### config.mk
export PLATFORM = sky130hd
export DESIGN_NAME = deadlock_block_watchdog
export DESIGN_NICKNAME = d
export VERILOG_FILES = /design/src/rtl/deadlock_block_watchdog_pkg.sv /design/src/rtl/deadlock_block_watchdog_sat_counter.sv /design/src/rtl/deadlock_block_watchdog.sv
export SDC_FILE = /design/constraint.sdc
export NUM_CORES = 1
export LEC_CHECK = 0
export CORE_ASPECT_RATIO = 0.7
export CORE_MARGIN = 2
export CORE_UTILIZATION = 57
export CTS_BUF_LIST = sky130_fd_sc_hd__clkbuf_8
export DETAILED_ROUTE_END_ITERATION = 12
export MAX_ROUTING_LAYER = met4
export PLACE_DENSITY = 0.95
export SYNTH_ARGS = -nofsm -noshare
export SYNTH_HDL_FRONTEND = slang
export SYNTH_SLANG_ARGS = --single-unit
### constraint.sdc
create_clock -name kernel_monitor_clock -period 2.55 [get_ports kernel_monitor_clock]
set_input_delay 0.51 -clock kernel_monitor_clock [delete_from_list [all_inputs] [get_ports kernel_monitor_clock]]
set_output_delay 0.51 -clock kernel_monitor_clock [all_outputs]
set_load 0.02 [all_outputs]
### src/rtl/deadlock_block_watchdog_pkg.sv
// Shared types and helpers for the deadlock block watchdog: FSM encoding,
// default persistence threshold and a saturating increment.
package deadlock_block_watchdog_pkg;

   typedef enum logic [1:0] {
      S_IDLE  = 2'd0,
      S_COUNT = 2'd1,
      S_TRIP  = 2'd2,
      S_HOLD  = 2'd3
   } state_t;

   localparam int DEFAULT_THRESHOLD = 16;

   // Widths up to 32 bits; callers cast in and out.
   function automatic logic [31:0] sat_inc(input logic [31:0] v, input logic [31:0] max_v);
      return (v >= max_v) ? max_v : v + 32'd1;
   endfunction

endpackage

### src/rtl/deadlock_block_watchdog_sat_counter.sv
// Saturating up-counter with synchronous clear; clear wins over increment.
module deadlock_block_watchdog_sat_counter
   import deadlock_block_watchdog_pkg::*;
#(
   parameter int W = 8
) (
   input  logic         i_clk,
   input  logic         i_rst,
   input  logic         i_inc,
   input  logic         i_clr,
   output logic [W-1:0] o_q
);

   localparam logic [W-1:0] MAX_V = {W{1'b1}};

   logic [W-1:0] r_q;

   always_ff @(posedge i_clk) begin
      if (i_rst || i_clr) begin
         r_q <= '0;
      end else if (i_inc) begin
         r_q <= W'(sat_inc(32'(r_q), 32'(MAX_V)));
      end
   end

   assign o_q = r_q;

endmodule

### src/rtl/deadlock_block_watchdog.sv
// Confirms a kernel deadlock when block_in persists with a stable blocked-channel
// pattern for THRESHOLD cycles, then latches a snapshot until cleared.
module deadlock_block_watchdog
   import deadlock_block_watchdog_pkg::*;
#(
   parameter int N_AXIS    = 2,
   parameter int N_INST    = 3,
   parameter int THRESHOLD = DEFAULT_THRESHOLD,
   parameter int CNT_W     = 8
) (
   input  logic              kernel_monitor_clock,
   input  logic              kernel_monitor_reset,
   input  logic              block_in,
   input  logic [N_AXIS-1:0] axis_block_sigs,
   input  logic [N_INST-1:0] inst_idle_sigs,
   input  logic              clear,
   output logic              deadlock_pulse,
   output logic              deadlock_sticky,
   output logic [N_AXIS-1:0] axis_snapshot,
   output logic [N_INST-1:0] idle_snapshot,
   output logic [CNT_W-1:0]  hold_cycles,
   output logic [7:0]        trip_count,
   output logic [1:0]        dbg_state
);

   // No valid/ready handshake here: block_in and the signal vectors are level
   // inputs sampled every cycle, clear is a level acknowledge honoured only in S_HOLD.

   localparam logic [CNT_W-1:0] THR = CNT_W'(THRESHOLD);
   localparam logic [CNT_W-1:0] ONE = CNT_W'(1);

   state_t            r_state;
   state_t            w_next;
   logic [CNT_W-1:0]  r_cnt;
   logic [CNT_W-1:0]  w_cnt_nxt;
   logic [CNT_W-1:0]  w_cnt_inc;
   logic [N_AXIS-1:0] r_pattern;
   logic [N_INST-1:0] r_idle_q;
   logic              w_load;
   logic              w_cap;
   logic              w_pat_eq;
   logic              r_sticky;
   logic [N_AXIS-1:0] r_axis_snap;
   logic [N_INST-1:0] r_idle_snap;
   logic              w_hold_inc;
   logic              w_hold_clr;
   logic              w_trip_inc;

   assign w_pat_eq  = (axis_block_sigs == r_pattern);
   assign w_cnt_inc = r_cnt + ONE;

   always_comb begin
      w_next    = r_state;
      w_cnt_nxt = r_cnt;
      w_load    = 1'b0;
      w_cap     = 1'b0;
      case (r_state)
         S_IDLE: begin
            if (block_in) begin
               w_load    = 1'b1;
               w_cap     = 1'b1;
               w_cnt_nxt = ONE;
               w_next    = (THRESHOLD == 1) ? S_TRIP : S_COUNT;
            end else begin
               w_cnt_nxt = '0;
            end
         end
         S_COUNT: begin
            if (!block_in) begin
               w_next    = S_IDLE;
               w_cnt_nxt = '0;
            end else if (!w_pat_eq) begin
               w_load    = 1'b1;
               w_cap     = 1'b1;
               w_cnt_nxt = ONE;
            end else begin
               w_cap     = 1'b1;
               w_cnt_nxt = w_cnt_inc;
               if (w_cnt_inc == THR) w_next = S_TRIP;
            end
         end
         S_TRIP: begin
            w_next    = S_HOLD;
            w_cnt_nxt = '0;
         end
         S_HOLD: begin
            if (clear) w_next = S_IDLE;
         end
         default: begin
            w_next    = S_IDLE;
            w_cnt_nxt = '0;
         end
      endcase
   end

   always_ff @(posedge kernel_monitor_clock) begin
      if (kernel_monitor_reset) begin
         r_state     <= S_IDLE;
         r_cnt       <= '0;
         r_pattern   <= '0;
         r_idle_q    <= '0;
         r_sticky    <= 1'b0;
         r_axis_snap <= '0;
         r_idle_snap <= '0;
      end else begin
         r_state <= w_next;
         r_cnt   <= w_cnt_nxt;
         if (w_load) r_pattern <= axis_block_sigs;
         if (w_cap)  r_idle_q  <= inst_idle_sigs;
         // Snapshot comes from the pattern registered on the entering edge.
         if (r_state == S_TRIP) begin
            r_sticky    <= 1'b1;
            r_axis_snap <= r_pattern;
            r_idle_snap <= r_idle_q;
         end else if (r_state == S_HOLD && clear) begin
            r_sticky    <= 1'b0;
            r_axis_snap <= '0;
            r_idle_snap <= '0;
         end
      end
   end

   assign w_hold_inc = (r_state == S_HOLD) && !clear;
   assign w_hold_clr = (r_state == S_HOLD) && clear;
   assign w_trip_inc = (r_state == S_TRIP);

   deadlock_block_watchdog_sat_counter #(.W(CNT_W)) u_hold_cnt (
      .i_clk (kernel_monitor_clock),
      .i_rst (kernel_monitor_reset),
      .i_inc (w_hold_inc),
      .i_clr (w_hold_clr),
      .o_q   (hold_cycles)
   );

   deadlock_block_watchdog_sat_counter #(.W(8)) u_trip_cnt (
      .i_clk (kernel_monitor_clock),
      .i_rst (kernel_monitor_reset),
      .i_inc (w_trip_inc),
      .i_clr (1'b0),
      .o_q   (trip_count)
   );

   assign deadlock_pulse  = (r_state == S_TRIP);
   assign deadlock_sticky = r_sticky;
   assign axis_snapshot   = r_axis_snap;
   assign idle_snapshot   = r_idle_snap;
   assign dbg_state       = r_state;

endmodule

==> results.sh, run 1 <==
export IMPL_die_area_um2=3610
export IMPL_synth_most_common_cell="dfxtp_1"
export IMPL_status="completed"
export IMPL_place_area_um2=2140
export IMPL_rsz0062_at_grt="no"
export IMPL_root_buffer="clkbuf_8"
export IMPL_synth_fp_nets=223
export IMPL_grt_util_all_layers_pct=25.4
export IMPL_cts_resized_gates=0
export IMPL_dp_final_hpwl_mm=3.02
export IMPL_post_route_drc_count=0
export IMPL_synthMuxAreaShare_pct=4.48
export IMPL_cts_hold_buffers=0
export IMPL_start_util_pct=62.1
export IMPL_post_cts_buffers=0
export IMPL_synth_edff_count=0
export IMPL_crit_type="register to output pin"
export IMPL_pin_count=34
export IMPL_drv_slew=0
export IMPL_core_area_um2=2880
export IMPL_worstPathBufferInverterCount=2
export IMPL_htree_levels=2
export IMPL_syn_to_final_growth_pct=24.6
export IMPL_vdd_ir_drop_max_mv=0.340
export IMPL_finalSetupViolCount=0
export IMPL_fp_dieH_um=50.9
export IMPL_p_per_area_nw_per_um2=530
export IMPL_routed_wirelength_mm=4.13
export IMPL_synth_seq_cells=37
export IMPL_grt_max_degree=33
export IMPL_finClkSkew_ns=0.00587
export IMPL_crit_chain="inv_1 > ha_1 > clkdlybuf4s50_1"
export IMPL_clock_sinks=37
export IMPL_yosys_top_cells_area="dfxtp_1, nand2_1, ha_1"
export IMPL_routed_via_count=1670
export IMPL_synth_largest_area_cell="dfxtp_1"
export IMPL_synth_top_area_share_pct=41.4
export IMPL_insertion_delay_ns=0.30
export IMPL_synth_simple_area_share_pct=23.8
export IMPL_syn_avg_cell_area_um2=8.64
export IMPL_detail_route_antenna_nets=0
export IMPL_ys_warnings_count=0
export IMPL_p_leak_nw=0.823
export IMPL_cp_max_fo=6
export IMPL_die_x_um=71.0
export IMPL_cp_required_ns=2.04
export IMPL_synthTopCellsByCount="dfxtp_1, nand2_1, a21oi_1"
export IMPL_nets=257
export IMPL_rows=16
export IMPL_drt_vias_per_instance=6.01
export IMPL_ys_types=43
export IMPL_hold_viol=0
export IMPL_overflow=0
export IMPL_synth_compound_area_share_pct=17.2
export IMPL_worstMarginPinSlew_ns=0.684
export IMPL_slew_limit_headroom_pct=54.1
export IMPL_finish_instance_area_um2=2230
export IMPL_wl_per_cell_um=14.8
export IMPL_hold_path_class="register to register"
export IMPL_drv_cap=0
export IMPL_place_inst=270
export IMPL_cp_start_kind="register"
export IMPL_numCtsBuffers=5
export IMPL_antenna_cells=0
export IMPL_instances_no_fill=278
export IMPL_critPathMaxStageDelay_ns=0.54
export IMPL_cp_data_arrival_time_ns=1.56
export IMPL_synth_top_family_by_area="simple AND/OR/NAND/NOR gates"
export IMPL_first_iter_violations=196
export IMPL_synth_flop_cell="dfxtp_1"
export IMPL_drive_gt1_share_pct=5.79
export IMPL_fin_crit_sh_pct=81.3
export IMPL_fin_crit_ns=2.07
export IMPL_slowest_stage="clkdlybuf4s50_1"
export IMPL_netlist_instances=207
export IMPL_antenna_found_initial=0
export IMPL_grt_pass1_vias=1464
export IMPL_max_freq_ghz=0.482
export IMPL_cts_tree="built"
export IMPL_dr_pass1_iters=4
export IMPL_cts_buffer_depth=2
export IMPL_crit_family="buffers and inverters"
export IMPL_synth_xor_area_share_pct=3.92
export IMPL_synth_yosys_seq_area_share_pct=41.4
export IMPL_io_buffers=33
export IMPL_async_reset_ff_share_pct=0
export IMPL_grt_pass1_wl_mm=6.91
export IMPL_netlist_area_um2=1790
export IMPL_synth_adder_area_share_pct=4.90
export IMPL_end_kind="output pin"
export IMPL_gp_congestion=0.931
export IMPL_clkTransAtPathRegs_ns=0.08
export IMPL_finalSetupTns_ns=0
## flip-flops by register name, indices dropped and copies added, names as in the netlist, named ones only
name / cells
r_idle_q: 3
axis_snapshot: 2
u_trip_cnt.o_q: 8
dbg_state: 1
r_pattern: 2
r_cnt: 8
u_hold_cnt.o_q: 8
idle_snapshot: 3
deadlock_sticky: 1
## layer usage
| metal | wire (um) | GRT usage [%] |
|---|---|---|
| met1 | 2000 | 35.3 |
| met4 | 40 | 9.43 |
| met2 | 1780 | 36.9 |
| met3 | 312 | 5.33 |
| met5 | 0 | - |
## cells in the final DEF (no fill, tap or decap), types with 2 or more instances in the layout
cell type	synthesis	layout
ha_1	7	7
buf_4	0	2
nand3b_1	3	3
mux2i_1	8	8
clkbuf_8	0	5
xor2_1	6	6
a22oi_1	2	2
a211oi_1	2	2
nor4_1	2	2
o21ai_0	7	7
and4_1	2	2
inv_1	8	8
a21oi_1	15	15
a311oi_1	3	3
clkdlybuf4s50_1	0	33
a221oi_1	2	2
nand2b_1	2	2
nand2_1	25	25
a21o_1	2	2
and2_1	2	2
nand4_1	3	3
nor3_1	9	9
xnor2_1	2	2
o21bai_1	2	2
nand3_1	8	8
dfxtp_1	37	37
o22ai_1	5	5
a41oi_1	2	2
a31oi_1	2	2
nor2_1	14	14
and3_1	6	6
## report_power, final
part	switching (mW)	internal [mW]	total (mW)
clock	0.222	0.194	0.415
sequential	0.0171	0.594	0.611
combinational	0.0888	0.0668	0.156
## per-stage QoR
stage	total power, mW	hold WS [ns]	utilization, %	worst slack [ns]
after CTS	1.19	0.473	77.3	0.463
after detailed placement	0.778	0.447	74.2	0.415
after floorplan	0.728	0.455	-	0.799
final	1.18	0.472	77.3	0.477
after global placement	0.773	0.445	74.2	0.470
after global routing	1.24	0.507	77.3	0.401
## final cells by class
cell class | instances | area (um2)
multi-input combinational | 153 | 972
sequential | 37 | 741
fill | 211 | 653
timing repair buffer | 35 | 345
clock buffer | 5 | 68.8
tap | 36 | 45.0
inverter | 9 | 36.3
clock inverter | 3 | 21.3
## path summary, 6_finish.rpt
check                         from                 to  slack [ns]  cells past startpoint
setup / recovery      dbg_state[0]     deadlock_pulse        0.48                      3
hold / removal    idle_snapshot[0]   idle_snapshot[0]        0.47                      2
setup reg to reg      dbg_state[0]  u_hold_cnt.o_q[7]        0.52                      6
hold reg to reg   idle_snapshot[0]   idle_snapshot[0]        0.47                      2
## worst register-to-register path, stage by stage (launching register included)
cell     delay, ns
dfxtp_1       0.42
ha_1          0.45
and2b_4       0.27
nand4_1       0.19
nor3_1        0.33
nand3_1       0.12
o211a_1       0.14
## cells by family (layout without fill, tap and decap cells)
| kind of cell | after synthesis | in the layout |
|---|---|---|
| and+or+nand+nor | 82 | 82 |
| AOI/OAI and AO/OA | 48 | 48 |
| DFF | 37 | 37 |
| buffers and inverters | 17 | 52 |
| xor gates and xnor gates | 8 | 8 |
| muxes | 8 | 8 |
| adders and majority gates | 7 | 7 |
No activity file was read; power rests on OpenSTA's default activity.
==> inputs of run 2 (changes only) <==
--- a/config.mk
+++ b/config.mk
@@ -7,11 +7,11 @@
 export LEC_CHECK = 0
 export CORE_ASPECT_RATIO = 0.7
 export CORE_MARGIN = 2
-export CORE_UTILIZATION = 57
+export CORE_UTILIZATION = 53
 export CTS_BUF_LIST = sky130_fd_sc_hd__clkbuf_8
 export DETAILED_ROUTE_END_ITERATION = 12
 export MAX_ROUTING_LAYER = met4
-export PLACE_DENSITY = 0.95
+export PLACE_DENSITY = 0.91
 export SYNTH_ARGS = -nofsm -noshare
 export SYNTH_HDL_FRONTEND = slang
 export SYNTH_SLANG_ARGS = --single-unit
==> constraint.sdc (replaced) <==
create_clock -name kernel_monitor_clock -period 2.03 [get_ports kernel_monitor_clock]
set_input_delay 0.406 -clock kernel_monitor_clock [delete_from_list [all_inputs] [get_ports kernel_monitor_clock]]
set_output_delay 0.406 -clock kernel_monitor_clock [all_outputs]
set_load 0.02 [all_outputs]
==> run 2 against run 1 <==
Effect of this change: non-clock buffer count rose by 7; sequential power up 26%; first-iteration DRC count down 58%; utilization decreased by 4.9 points; design area grew 3.6%; largest power group unchanged; sequential cell count did not move; clock-buffer cell count unchanged; highest routed layer unchanged; critical path type is now register to register.
==> results.sh, run 2 (synthesis results as in run 1) <==
export IMPL_antenna_cells=0
export IMPL_clock_sinks=37
export IMPL_routed_wirelength_mm=4.29
export IMPL_final_cell_mix="dfxtp_1, clkdlybuf4s50_1, nand2_1"
export IMPL_root_buffer="clkbuf_8"
export IMPL_dp_final_hpwl_mm=3.06
export IMPL_end_kind="register"
export IMPL_p_per_area_nw_per_um2=696
export IMPL_drv_slew=0
export IMPL_cts_tree="built"
export IMPL_fin_util_pct=72.4
export IMPL_post_route_drc_count=0
export IMPL_start_util_pct=56.1
export IMPL_finish_instance_area_um2=2310
export IMPL_worstReg2RegStart="dbg_state[0]"
export IMPL_dr_pass1_iters=5
export IMPL_grt_pass1_wl_mm=6.96
export IMPL_pin_count=34
export IMPL_switching_power_mw=0.402
export IMPL_syn_to_final_growth_pct=29.2
export IMPL_clkTransAtPathRegs_ns=0.08
export IMPL_reg2reg_depth=7
export IMPL_grt_max_degree=24
export IMPL_clkPwrFrac_pct=39.0
export IMPL_routed_via_count=1688
export IMPL_antenna_found_initial=0
export IMPL_finClkSkew_ns=0.00926
export IMPL_place_area_um2=2190
export IMPL_first_iter_violations=83
export IMPL_die_area_um2=3860
export IMPL_nets=264
export IMPL_layout_commonest_cell="dfxtp_1"
export IMPL_crit_chain="inv_1 > ha_1 > nand4_2 > nor3_4 > buf_4 > nand3b_1 > a21oi_1"
export IMPL_comb_power_share_pct=13.3
export IMPL_htree_levels=2
export IMPL_vdd_ir_drop_max_mv=0.504
export IMPL_gp_congestion=0.895
export IMPL_crit_type="register to register"
export IMPL_critPathLaunch="dbg_state[0]"
export IMPL_overflow=0
export IMPL_drt_vias_per_instance=5.88
export IMPL_cp_data_arrival_time_ns=2.09
export IMPL_path_depth=7
export IMPL_wl_per_cell_um=14.9
export IMPL_fin_crit_ns=1.87
export IMPL_numCtsBuffers=5
export IMPL_insertion_delay_ns=0.29
export IMPL_worstPathBufferInverterCount=2
export IMPL_die_x_um=73.4
export IMPL_cp_required_ns=2.25
export IMPL_cp_start_kind="register"
export IMPL_rows=17
export IMPL_worstMarginPinSlew_ns=0.507
export IMPL_fp_dieH_um=52.6
export IMPL_rsz0062_at_grt="no"
export IMPL_slowest_stage="dfxtp_1"
export IMPL_drive_gt1_share_pct=8.43
export IMPL_fin_crit_sh_pct=92.3
export IMPL_io_buffers=33
export IMPL_max_freq_ghz=0.534
export IMPL_status="completed"
export IMPL_grt_pass1_vias=1547
export IMPL_cts_buffer_depth=2
export IMPL_grt_util_all_layers_pct=24.5
export IMPL_switching_share_pct=25.0
export IMPL_hp_start="idle_snapshot[0]"
export IMPL_detail_route_antenna_nets=0
export IMPL_p_leak_nw=0.890
export IMPL_critPathMaxStageDelay_ns=0.44
export IMPL_intPower_mw=1.21
export IMPL_cp_max_fo=7
export IMPL_crit_family="simple AND/OR/NAND/NOR gates"
export IMPL_slew_limit_headroom_pct=66.1
export IMPL_drv_cap=0
export IMPL_hold_viol=0
export IMPL_sequentialPowerShare_pct=47.8
export IMPL_hold_depth=2
export IMPL_finalSetupViolCount=0
export IMPL_core_area_um2=3190
export IMPL_hold_path_class="register to register"
export IMPL_power_total_mw=1.61
-- run 2: power by group through the flow --
| stage | logic [mW] | registers [mW] | clock network [mW] |
|---|---|---|---|
| floorplan | 0.127 | 0.788 | 0 |
| global placement | 0.203 | 0.784 | 0 |
| detailed placement | 0.208 | 0.784 | 0 |
| CTS | 0.211 | 0.767 | 0.633 |
| global route | 0.231 | 0.771 | 0.666 |
| finish | 0.214 | 0.768 | 0.626 |
-- run 2: metal layers --
layer | track usage [%] | vias up | share of wire [%]
met5 | - | - | 0
met4 | 6.36 | 0 | 0.89
met3 | 7.12 | 8 | 5.5
met2 | 38.8 | 49 | 48
met1 | 30.7 | 800 | 45
li1 | - | 831 | -
-- run 2: layout make-up --
| type | instances | area, um2 |
|---|---|---|
| multi-input combinational | 153 | 975 |
| fill | 262 | 880 |
| sequential | 37 | 741 |
| timing repair buffer | 42 | 400 |
| clock buffer | 5 | 68.8 |
| tap | 38 | 47.5 |
| clock inverter | 3 | 42.5 |
| inverter | 9 | 36.3 |
-- run 2: path summary, 6_finish.rpt --
kind                           end  slack [ns]
hold / removal    idle_snapshot[0]        0.48
hold reg to reg   idle_snapshot[0]        0.48
setup / recovery          r_cnt[2]        0.16
setup reg to reg          r_cnt[2]        0.16
-- run 2: worst min-delay path, stage by stage, from the launching register on --
cell     delay (ns)
dfxtp_1        0.32
nand2_1        0.05
o22ai_1        0.06
-- run 2: through the flow --
| stage | cells | setup TNS (ns) | hold WS (ns) | worst slack [ns] |
|---|---|---|---|---|
| after floorplan | 207 | 0 | 0.455 | 0.279 |
| after global placement | 278 | 0 | 0.448 | 0.0349 |
| after detailed placement | 278 | -0.000270 | 0.469 | -0.000270 |
| after CTS | 286 | 0 | 0.483 | 0.0463 |
| after global routing | 287 | 0 | 0.498 | 0.0338 |
| final | 287 | 0 | 0.481 | 0.157 |
-- run 2: repair_timing --
item	4_1_cts	5_1_grt
hold buffers	0	0
endpoints found under the setup margin	0	3
gates resized for setup	0	2
buffers inserted	0	1
==> inputs of run 3 (changes only) <==
--- a/config.mk
+++ b/config.mk
@@ -7,11 +7,12 @@
 export LEC_CHECK = 0
 export CORE_ASPECT_RATIO = 0.7
 export CORE_MARGIN = 2
-export CORE_UTILIZATION = 53
+export CORE_UTILIZATION = 54
 export CTS_BUF_LIST = sky130_fd_sc_hd__clkbuf_8
 export DETAILED_ROUTE_END_ITERATION = 12
 export MAX_ROUTING_LAYER = met4
-export PLACE_DENSITY = 0.91
+export PLACE_DENSITY = 0.92
 export SYNTH_ARGS = -nofsm -noshare
 export SYNTH_HDL_FRONTEND = slang
+export SYNTH_HIERARCHICAL = 1
 export SYNTH_SLANG_ARGS = --single-unit
==> run 3 against run 2 <==
Effect of this change: clock-buffer cell count unchanged; routed wire length increased by 2.8%; hold slack got worse by 0.022 ns; register-to-register slack gained 0.05 ns; die area up 2.8%; setup slack improved by 0.053 ns; critical path depth decreased by 1; sequential power shrank 2%; clock power shrank 16%; combinational power down 37%; first-iteration DRC count increased to 2.6 times the previous value; non-clock buffer count stayed put; critical endpoint is now u_trip_cnt/o_q[5]; largest cell class unchanged.
==> results.sh, run 3 <==
export IMPL_rsz0062_at_grt="no"
export IMPL_layout_commonest_cell="dfxtp_1"
export IMPL_grt_util_all_layers_pct=25.0
export IMPL_cts_tree="built"
export IMPL_pin_count=34
export IMPL_cp_required_ns=2.25
export IMPL_fillers=245
export IMPL_drive_gt1_share_pct=10.3
export IMPL_rows=17
export IMPL_netlist_instances=216
export IMPL_netlist_area_um2=1880
export IMPL_grt_pass1_vias=1520
export IMPL_p_per_area_nw_per_um2=584
export IMPL_fp_dieH_um=53.3
export IMPL_die_x_um=74.5
export IMPL_crit_type="register to register"
export IMPL_io_buffers=33
export IMPL_hold_path_class="register to register"
export IMPL_start_util_pct=58.1
export IMPL_vdd_ir_drop_max_mv=0.370
export IMPL_power_total_mw=1.41
export IMPL_nets=276
export IMPL_drv_cap=0
export IMPL_synth_edff_count=0
export IMPL_wl_met1_mm=2.19
export IMPL_maxUsedRoutingLayer="met4"
export IMPL_ys_types=42
export IMPL_fin_crit_ns=1.82
export IMPL_fin_util_pct=74.5
export IMPL_post_route_drc_count=0
export IMPL_dr_pass1_iters=6
export IMPL_synth_seq_cells=37
export IMPL_final_cell_mix="dfxtp_1, clkdlybuf4s50_1, a21oi_1, a31oi_1, nand2_1"
export IMPL_routed_via_count=1837
export IMPL_cts_buffer_depth=2
export IMPL_end_kind="register"
export IMPL_yosys_top_cells_area="dfxtp_1, a31oi_1, ha_1"
export IMPL_cp_data_arrival_time_ns=2.04
export IMPL_finClkSkew_ns=0.00557
export IMPL_finalSetupViolCount=0
export IMPL_clock_sinks=37
export IMPL_route_met2_wl_mm=1.84
export IMPL_synth_top_area_share_pct=39.4
export IMPL_synth_yosys_seq_area_share_pct=39.4
export IMPL_grt_pass1_wl_mm=7.21
export IMPL_finalSetupTns_ns=0
export IMPL_synth_flop_cell="dfxtp_1"
export IMPL_instances_no_fill=308
export IMPL_overflow=0
export IMPL_synthTopCellsByCount="dfxtp_1, a21oi_1, a31oi_1"
export IMPL_antenna_found_initial=0
export IMPL_status="completed"
export IMPL_syn_avg_cell_area_um2=8.69
export IMPL_fin_crit_sh_pct=89.7
export IMPL_cp_max_fo=20
export IMPL_first_iter_violations=218
export IMPL_dp_final_hpwl_mm=3.19
export IMPL_place_ws_ns=-0.0268
export IMPL_hold_viol=0
export IMPL_syn_to_final_growth_pct=28.2
export IMPL_place_inst=300
export IMPL_routed_wirelength_mm=4.41
export IMPL_die_area_um2=3970
export IMPL_cp_start_kind="register"
export IMPL_antenna_cells=0
export IMPL_post_cts_buffers=0
export IMPL_ys_warnings_count=6
export IMPL_drt_vias_per_instance=5.96
export IMPL_drv_slew=0
export IMPL_htree_levels=2
export IMPL_max_freq_ghz=0.549
export IMPL_gp_congestion=0.922
export IMPL_layout_setup_ws_ns=0.210
export IMPL_wl_met3_um=318
export IMPL_p_leak_nw=0.860
export IMPL_async_reset_ff_share_pct=0
export IMPL_grt_max_degree=21
export IMPL_wl_per_cell_um=14.3
export IMPL_clkTransAtPathRegs_ns=0.08
export IMPL_root_buffer="clkbuf_8"
export IMPL_detail_route_antenna_nets=0
export IMPL_insertion_delay_ns=0.29
export IMPL_core_area_um2=3230
export IMPL_numCtsBuffers=5
export IMPL_synth_most_common_cell="dfxtp_1"
export IMPL_synth_largest_area_cell="dfxtp_1"
run 3: cells by family after synthesis:
family                     after synthesis  synth area share, %
DFF                                     37                 39.4
muxes                                    5                 2.66
AOI/OAI and AO/OA                       62                 20.5
other                                    1                0.200
xor gates and xnor gates                 5                 3.13
and+or+nand+nor                         79                 25.4
buffers and inverters                   20                 4.00
adders and majority gates                7                 4.66
run 3: final timing paths:
kind           startpoint           endpoint  slack (ns)  cells after the start
max          dbg_state[0]  u_trip_cnt/o_q[5]        0.21                      6
min           r_idle_q[2]   idle_snapshot[2]        0.46                      2
max reg2reg  dbg_state[0]  u_trip_cnt/o_q[5]        0.21                      6
min reg2reg   r_idle_q[2]   idle_snapshot[2]        0.46                      2
run 3: layer usage:
layer	global-route usage (%)	vias to the layer above
met5	-	-
met4	8.33	0
met3	5.52	7
met2	34.7	87
met1	35.8	846
li1	-	897
run 3: timing repair:
item | in CTS | in global routing
gates resized for setup | 1 | 1
hold buffers | 0 | 0
endpoints found under the setup margin | 1 | 1
cloned | 0 | 0
run 3: power breakdown:
group	total (mW)	leakage, nW	internal, mW	switching (mW)
clock network	0.523	0.0445	0.243	0.280
logic	0.134	0.516	0.0619	0.0716
registers	0.750	0.299	0.737	0.0125
run 3: layout make-up:
class / count / area [um2] / area share (%)
multi-input cells: 160 / 1070 / 44.4
flip-flops and latches: 37 / 741 / 30.8
repair buffers: 42 / 397 / 16.5
clock buffers: 5 / 68.8 / 2.86
well taps: 47 / 58.8 / 2.44
inverters: 14 / 52.6 / 2.18
clock inverters: 3 / 21.3 / 0.884
run 3: per-stage QoR:
| step | hold WS [ns] | area (um2) |
|---|---|---|
| after floorplan | 0.430 | 1880 |
| after global placement | 0.440 | 2320 |
| after detailed placement | 0.450 | 2320 |
| after CTS | 0.462 | 2400 |
| after global routing | 0.490 | 2410 |
| final | 0.459 | 2410 |
run 3: worst max-delay path, cell delays in order, from the launching register on:
cell     delay [ns]
dfxtp_1        0.35
inv_1          0.13
ha_1           0.24
buf_4          0.24
nand4_1        0.17
or4_1          0.43
a31oi_1        0.18
